File: src/rtl/mlp_pkg.sv
// Shared definitions for the MLP layer sequencer: FSM encodings, default
// widths matching cordic_neuron, and the parameter-bank address width helper.
package mlp_pkg;

  localparam logic [1:0] ST_IDLE   = 2'd0;
  localparam logic [1:0] ST_ISSUE  = 2'd1;
  localparam logic [1:0] ST_WAIT   = 2'd2;
  localparam logic [1:0] ST_OUTPUT = 2'd3;

  localparam int DEF_INPUT_WIDTH  = 20;
  localparam int DEF_ACCUM_WIDTH  = 48;
  localparam int DEF_OUTPUT_WIDTH = 20;
  localparam int DEF_NUM_INPUTS   = 4;

  // At least one address bit, even for a single-entry bank.
  function automatic int bank_addr_w(input int depth);
    return (depth > 1) ? $clog2(depth) : 1;
  endfunction

endpackage

File: src/rtl/mlp_param_bank.sv
// Per-neuron weight/bias register file: one write port, one combinational
// read port.
module mlp_param_bank
  import mlp_pkg::*;
#(
  parameter int DATA_W = 128,
  parameter int DEPTH  = 4,
  parameter int ADDR_W = bank_addr_w(DEPTH)
) (
  input  logic              clk,
  input  logic              rst,
  input  logic              wr_en_i,
  input  logic [ADDR_W-1:0] wr_addr_i,
  input  logic [DATA_W-1:0] wr_data_i,
  input  logic [ADDR_W-1:0] rd_addr_i,
  output logic [DATA_W-1:0] rd_data_o
);

  logic [DATA_W-1:0] mem_q [DEPTH];

  // NOTE: this is flop storage, not a RAM macro, so it can and does take the
  // async reset; a reset layer must never run with stale weights.
  always_ff @(posedge clk or posedge rst) begin
    if (rst) begin
      for (int i = 0; i < DEPTH; i++) mem_q[i] <= '0;
    end else if (wr_en_i) begin
      mem_q[wr_addr_i] <= wr_data_i;
    end
  end

  assign rd_data_o = mem_q[rd_addr_i];

endmodule

File: src/rtl/mlp_layer_sequencer.sv
// Drives one cordic_neuron through NUM_NEURONS weight sets to evaluate a layer.
// Define LAYER_TIMEOUT_EN to add a per-neuron WAIT timeout and sticky timeout_err.
module mlp_layer_sequencer
  import mlp_pkg::*;
#(
  parameter int INPUT_WIDTH    = DEF_INPUT_WIDTH,
  parameter int ACCUM_WIDTH    = DEF_ACCUM_WIDTH,
  parameter int OUTPUT_WIDTH   = DEF_OUTPUT_WIDTH,
  parameter int NUM_INPUTS     = DEF_NUM_INPUTS,
  parameter int NUM_NEURONS    = 4,
  parameter int TIMEOUT_CYCLES = 255
) (
  input  logic                                clk,
  input  logic                                rst,
  input  logic                                in_valid,
  output logic                                in_ready,
  input  logic [INPUT_WIDTH*NUM_INPUTS-1:0]   in_data,
  input  logic                                wr_en,
  input  logic [$clog2(NUM_NEURONS)-1:0]      wr_addr,
  input  logic [INPUT_WIDTH*NUM_INPUTS-1:0]   wr_weights,
  input  logic [ACCUM_WIDTH-1:0]              wr_bias,
  output logic                                neuron_start,
  output logic [INPUT_WIDTH*NUM_INPUTS-1:0]   neuron_inputs_flat,
  output logic [INPUT_WIDTH*NUM_INPUTS-1:0]   neuron_weights_flat,
  output logic [ACCUM_WIDTH-1:0]              neuron_bias,
  input  logic [OUTPUT_WIDTH-1:0]             neuron_output_data,
  input  logic                                neuron_output_valid,
  output logic                                out_valid,
  input  logic                                out_ready,
  output logic [OUTPUT_WIDTH*NUM_NEURONS-1:0] out_data,
  output logic                                busy,
  output logic                                timeout_err
);

  localparam int IDX_W   = bank_addr_w(NUM_NEURONS);
  localparam int VEC_W   = INPUT_WIDTH * NUM_INPUTS;
  localparam int ENTRY_W = VEC_W + ACCUM_WIDTH;
  localparam int RES_W   = OUTPUT_WIDTH * NUM_NEURONS;
  localparam logic [IDX_W-1:0] LAST_IDX = IDX_W'(NUM_NEURONS - 1);

  logic [1:0]              state_q, state_d;
  logic [IDX_W-1:0]        idx_q, idx_d;
  logic [VEC_W-1:0]        in_vec_q, in_vec_d;
  logic [VEC_W-1:0]        weights_q, weights_d;
  logic [ACCUM_WIDTH-1:0]  bias_q, bias_d;
  logic [RES_W-1:0]        result_q, result_d;

  logic                    load_param;
  logic                    resp_fire;
  logic [OUTPUT_WIDTH-1:0] resp_data;
  logic                    wait_expired;
  logic                    bank_wr_en;
  logic [ENTRY_W-1:0]      bank_wr_data, bank_rd_data, param_next;

  assign bank_wr_en   = wr_en && (state_q == ST_IDLE);
  assign bank_wr_data = {wr_weights, wr_bias};

  // Read port follows the next index so the parameters are registered in
  // time for the ISSUE cycle.
  mlp_param_bank #(
    .DATA_W (ENTRY_W),
    .DEPTH  (NUM_NEURONS),
    .ADDR_W (IDX_W)
  ) u_bank (
    .clk       (clk),
    .rst       (rst),
    .wr_en_i   (bank_wr_en),
    .wr_addr_i (wr_addr),
    .wr_data_i (bank_wr_data),
    .rd_addr_i (idx_d),
    .rd_data_o (bank_rd_data)
  );

  // A write landing on the same edge as acceptance must reach neuron 0.
  assign param_next = (bank_wr_en && (wr_addr == idx_d)) ? bank_wr_data : bank_rd_data;

  // NOTE: every variable written here gets a default first, so no path can
  // leave one unassigned and infer a latch.
  always_comb begin
    state_d    = state_q;
    idx_d      = idx_q;
    in_vec_d   = in_vec_q;
    result_d   = result_q;
    load_param = 1'b0;
    resp_fire  = 1'b0;
    resp_data  = neuron_output_data;

    case (state_q)
      ST_IDLE: begin
        if (in_valid) begin
          in_vec_d   = in_data;
          idx_d      = '0;
          state_d    = ST_ISSUE;
          load_param = 1'b1;
        end
      end
      ST_ISSUE: state_d = ST_WAIT;
      ST_WAIT: begin
        if (neuron_output_valid) begin
          resp_fire = 1'b1;
        end else if (wait_expired) begin
          resp_fire = 1'b1;
          resp_data = '0;
        end
      end
      ST_OUTPUT: begin
        if (out_ready) state_d = ST_IDLE;
      end
      default: state_d = ST_IDLE;
    endcase

    if (resp_fire) begin
      result_d[int'(idx_q) * OUTPUT_WIDTH +: OUTPUT_WIDTH] = resp_data;
      if (idx_q == LAST_IDX) begin
        state_d = ST_OUTPUT;
      end else begin
        idx_d      = idx_q + 1'b1;
        state_d    = ST_ISSUE;
        load_param = 1'b1;
      end
    end
  end

  // Kept apart from the FSM block: param_next depends on idx_d.
  always_comb begin
    weights_d = weights_q;
    bias_d    = bias_q;
    if (load_param) begin
      weights_d = param_next[ENTRY_W-1 -: VEC_W];
      bias_d    = param_next[ACCUM_WIDTH-1:0];
    end
  end

  // NOTE: sequential state uses non-blocking assignments only; the blocking
  // '=' above is confined to combinational next-state logic.
  always_ff @(posedge clk or posedge rst) begin
    if (rst) begin
      state_q   <= ST_IDLE;
      idx_q     <= '0;
      in_vec_q  <= '0;
      weights_q <= '0;
      bias_q    <= '0;
      result_q  <= '0;
    end else begin
      state_q   <= state_d;
      idx_q     <= idx_d;
      in_vec_q  <= in_vec_d;
      weights_q <= weights_d;
      bias_q    <= bias_d;
      result_q  <= result_d;
    end
  end

`ifdef LAYER_TIMEOUT_EN
  localparam int CNT_W = $clog2(TIMEOUT_CYCLES + 1);

  logic [CNT_W-1:0] wait_cnt_q, wait_cnt_d;
  logic             timeout_err_q, timeout_err_d;

  // A response arriving on the limit cycle wins over the timeout.
  assign wait_expired = (state_q == ST_WAIT) && !neuron_output_valid &&
                        (wait_cnt_q == CNT_W'(TIMEOUT_CYCLES - 1));

  always_comb begin
    wait_cnt_d    = wait_cnt_q;
    timeout_err_d = timeout_err_q;
    if (state_q == ST_ISSUE)     wait_cnt_d = '0;
    else if (state_q == ST_WAIT) wait_cnt_d = wait_cnt_q + 1'b1;
    if (wait_expired)            timeout_err_d = 1'b1;
  end

  always_ff @(posedge clk or posedge rst) begin
    if (rst) begin
      wait_cnt_q    <= '0;
      timeout_err_q <= 1'b0;
    end else begin
      wait_cnt_q    <= wait_cnt_d;
      timeout_err_q <= timeout_err_d;
    end
  end

  assign timeout_err = timeout_err_q;
`else
  assign wait_expired = 1'b0;
  assign timeout_err  = 1'b0;
`endif

  assign in_ready            = (state_q == ST_IDLE);
  assign busy                = (state_q != ST_IDLE);
  assign neuron_start        = (state_q == ST_ISSUE);
  assign out_valid           = (state_q == ST_OUTPUT);
  assign out_data            = result_q;
  assign neuron_inputs_flat  = in_vec_q;
  assign neuron_weights_flat = weights_q;
  assign neuron_bias         = bias_q;

endmodule

File: config.mk
export PLATFORM = sky130hd
export DESIGN_NAME = mlp_layer_sequencer
export DESIGN_NICKNAME = d
export VERILOG_FILES = /design/src/rtl/mlp_pkg.sv /design/src/rtl/mlp_param_bank.sv /design/src/rtl/mlp_layer_sequencer.sv
export SDC_FILE = /design/constraint.sdc
export NUM_CORES = 2
export LEC_CHECK = 0
export ABC_AREA = 0
export BUFFER_PORTS_ARGS = -buffer_cell sky130_fd_sc_hd__clkbuf_2
export CAP_MARGIN = 20
export CORE_MARGIN = 3
export CORE_UTILIZATION = 25
export CTS_BUF_LIST = sky130_fd_sc_hd__clkbuf_4 sky130_fd_sc_hd__clkbuf_8
export DETAILED_ROUTE_END_ITERATION = 10
export MAX_ROUTING_LAYER = met4
export SETUP_SLACK_MARGIN = 0.5
export SYNTH_ARGS = -nofsm -noshare
export SYNTH_HDL_FRONTEND = slang
export SYNTH_SLANG_ARGS = --single-unit
File: constraint.sdc
create_clock -name clk -period 48 [get_ports clk]
set_input_delay 2.4 -clock clk [delete_from_list [all_inputs] [get_ports clk]]
set_output_delay 2.4 -clock clk [all_outputs]
set_load 0.05 [all_outputs]
==> impl_results.md <==
- Critical Path RT: 48.79 ns
- CP Max Fanout: 120
- Status: finished clean
- IO Count: 529
- TritonCTS clock tree: built
- Die area: 0.143 mm2
- DR iter-0 viols: 1595
- Seq/Total Area, Yosys: 0.583
- # fillers: 13700
- Arrival time of the worst setup path: 7.06 ns
- Post_cts resized: 0
- Worst hold path type: flip-flop to flip-flop
- DRT antenna net count: 0
- CP Class: primary input to async pin
- Ys async rst share: 1.00
- EDFF count, synth: 0
- Initial core utilization: 0.253
- Peak supply drop: 0.0545 mV
- Maxcap violations: 0
- Skew-Pair Late Insertion Delay: 0.83 ns
- Global-route wire length before repair: 157000 um
- Most frequent cells after synthesis: dfrtp_1 (804), mux2_2 (603), nand2_1 (199)
- WL final: 105000 um
- Startpoint types: primary input
- Cell variety after synth: 47
- Mapped Area: 0.0345 mm2
- Maximum clock rate: 160 MHz
- Critical Path End Type: async pin
- CTS Buf Count: 145
- Power Dens Cells: 80.7 mW/mm2
- Slew Limit Fails: 0
- Overall power: 3.39 mW
- Post-DP HPWL: 64400 um
- Synthesized area per cell: 13.5 um2
- Yosys reg bits: 804
- Largest net degree at the start of global routing: 129
- Top cell type's share of synthesized area: 0.583
- Most used DFF post-synth: dfrtp_1
- Fin nets: 3304
- Synth warnings: 0
- Final worst-path cycle share: 0.131
- H-tree depth: 4
- RSZ-0062 raised after global routing: no
- Fraction of layout cells with a size suffix above 1: 0.454
- Post-CTS setup buffers: 0
- Least-Margin Pin Slew: 1.13 ns
- Final worst path period need: 6.27 ns
- GR Overflow Total: 0
- Sink Count: 804
- Syn nets: 2799
- Gr usage total: 0.149
- Count leader, synth: dfrtp_1
- Setup tns final: 0 ns
- Sequential cell area: 0.0201 mm2
- Std-Cell Rows: 135
- Residual DRC count: 0
- Clock skew: 0.0309 ns
- Gpl congestion: 0.840
- Leak Pwr: 18.8 nW
- Count of non-filler cells in the finished layout: 4968
- Mapped Cells: 2558
- Vias in the first global route: 24500
- Clock buffer depth: 3
- Multi-input logic area: 0.0134 mm2
- R2R setup slack: 42.31 ns
- 1st-pass router iterations: 5
- Top area cells in the synthesized netlist: dfrtp_1 (58%), mux2_2 (20%), mux2i_1 (4.3%)
- Initial antenna violation count: 16
- Area grow syn2layout: 21.5%
- Hold violation count in the final report: 0
- Core footprint: 0.136 mm2
- Endpoints failing setup: 0
- Largest area contributor in the netlist: dfrtp_1
- DR WL/cell: 21.1 um
- Worst-path clk slew: 0.05 ns
- Worst slew margin: 0.248
- Die Height: 378 um
- Placed Cells: 4696
- Routed vias: 24000
- CTS Hold Bufs: 0
- Die Width: 378 um
- IO buf count: 527
- CTS Root Cell: clkbuf_8
- DR vias/cell: 4.83
-- report_power, final --
group | leakage [nW] | internal [mW] | total, mW | switching [mW]
clock | 1.67 | 0.400 | 0.702 | 0.302
sequential | 9.90 | 1.01 | 1.19 | 0.186
combinational | 7.28 | 0.527 | 1.49 | 0.966
-- area by class of cell --
type                       instances  share of cell area
clock buffer                     225              0.0664
multi-input combinational       1537               0.319
antenna                           18             0.00107
clock inverter                    28             0.00931
sequential                       804               0.480
tap                             1781              0.0531
inverter                          11             0.00146
timing repair buffer             564              0.0704
-- worst max-delay path, stage by stage --
cell      delay [ns]
clkbuf_2        0.13
inv_8           0.51
buf_4           0.81
buf_4           0.63
buf_4           0.72
buf_4           0.79
buf_4           0.88
-- placed cells by master, fill, tap and decap left out, types with 4 or more instances in the layout --
cell type,Yosys,layout
dfrtp_1,804,804
mux2_2,603,603
clkbuf_2,0,527
nand2_1,199,199
clkbuf_8,0,175
mux2i_1,147,147
a21oi_1,138,137
a221oi_1,128,128
a221o_1,128,128
o21ai_0,54,54
clkbuf_4,0,50
buf_4,37,34
nor2_1,24,24
a22o_1,21,21
diode_2,0,18
inv_1,9,8
nor2b_1,7,7
or3_1,8,7
a22oi_1,7,7
clkinv_8,0,7
a31oi_1,6,6
nand2b_1,6,6
nor3_1,7,6
clkinv_2,0,6
o31ai_1,5,5
ha_1,5,5
bufinv_16,0,5
or2_2,4,4
nand3_1,5,4
o22ai_1,4,4
inv_6,1,4
-- registers in the layout, indices dropped and copies added (netlist names) --
signal,flops
u_bank.mem_q,512
neuron_inputs_flat,80
out_data,80
neuron_weights_flat,80
neuron_bias,48
idx_q,2
state_q,2
-- metal layers --
metal	part of all wire	global-route usage
met5	0	-
met4	0.030	0.0604
met3	0.056	0.0336
met2	0.47	0.228
met1	0.45	0.190
-- kinds of logic (layout without fill, tap and decap cells) --
| kind of cell | count (synthesis) | after routing | share of synthesized area |
|---|---|---|---|
| other | 1 | 19 | 0.000109 |
| AND/OR/NAND/NOR | 275 | 275 | 0.0335 |
| XOR/XNOR | 1 | 1 | 0.000254 |
| flip-flops | 804 | 804 | 0.583 |
| multiplexers | 750 | 750 | 0.239 |
| buffers and inverters | 217 | 828 | 0.0315 |
| adder cells (fa/ha/maj) | 5 | 5 | 0.00181 |
| AO/OA/AOI/OAI | 505 | 505 | 0.111 |
-- final timing paths --
check	end	from	cells after the start
worst min-delay path	out_data[27]	out_data[27]	2
max in group clk	neuron_bias[40]	idx_q[0]	11
min in group asynchronous	neuron_inputs_flat[11]	rst	2
worst min register to register	out_data[27]	out_data[27]	2
worst max register to register	neuron_bias[40]	idx_q[0]	11
worst max-delay path	u_bank.mem_q[208]	rst	7
-- metrics by stage --
step / util / area, um2 / setup WS (ns) / hold slack (ns)
6_report: 0.308 / 42000 / 41.73 / 0.475
3_5_place_dp: 0.284 / 38700 / 40.49 / 0.469
2_1_floorplan: - / 34500 / 23.02 / 0.479
4_1_cts: 0.307 / 41900 / 41.46 / 0.482
5_1_grt: 0.308 / 41900 / 41.00 / 0.510
3_3_place_gp: 0.284 / 38700 / 40.53 / 0.460
Note: power is estimated with default switching activity, not from simulation.
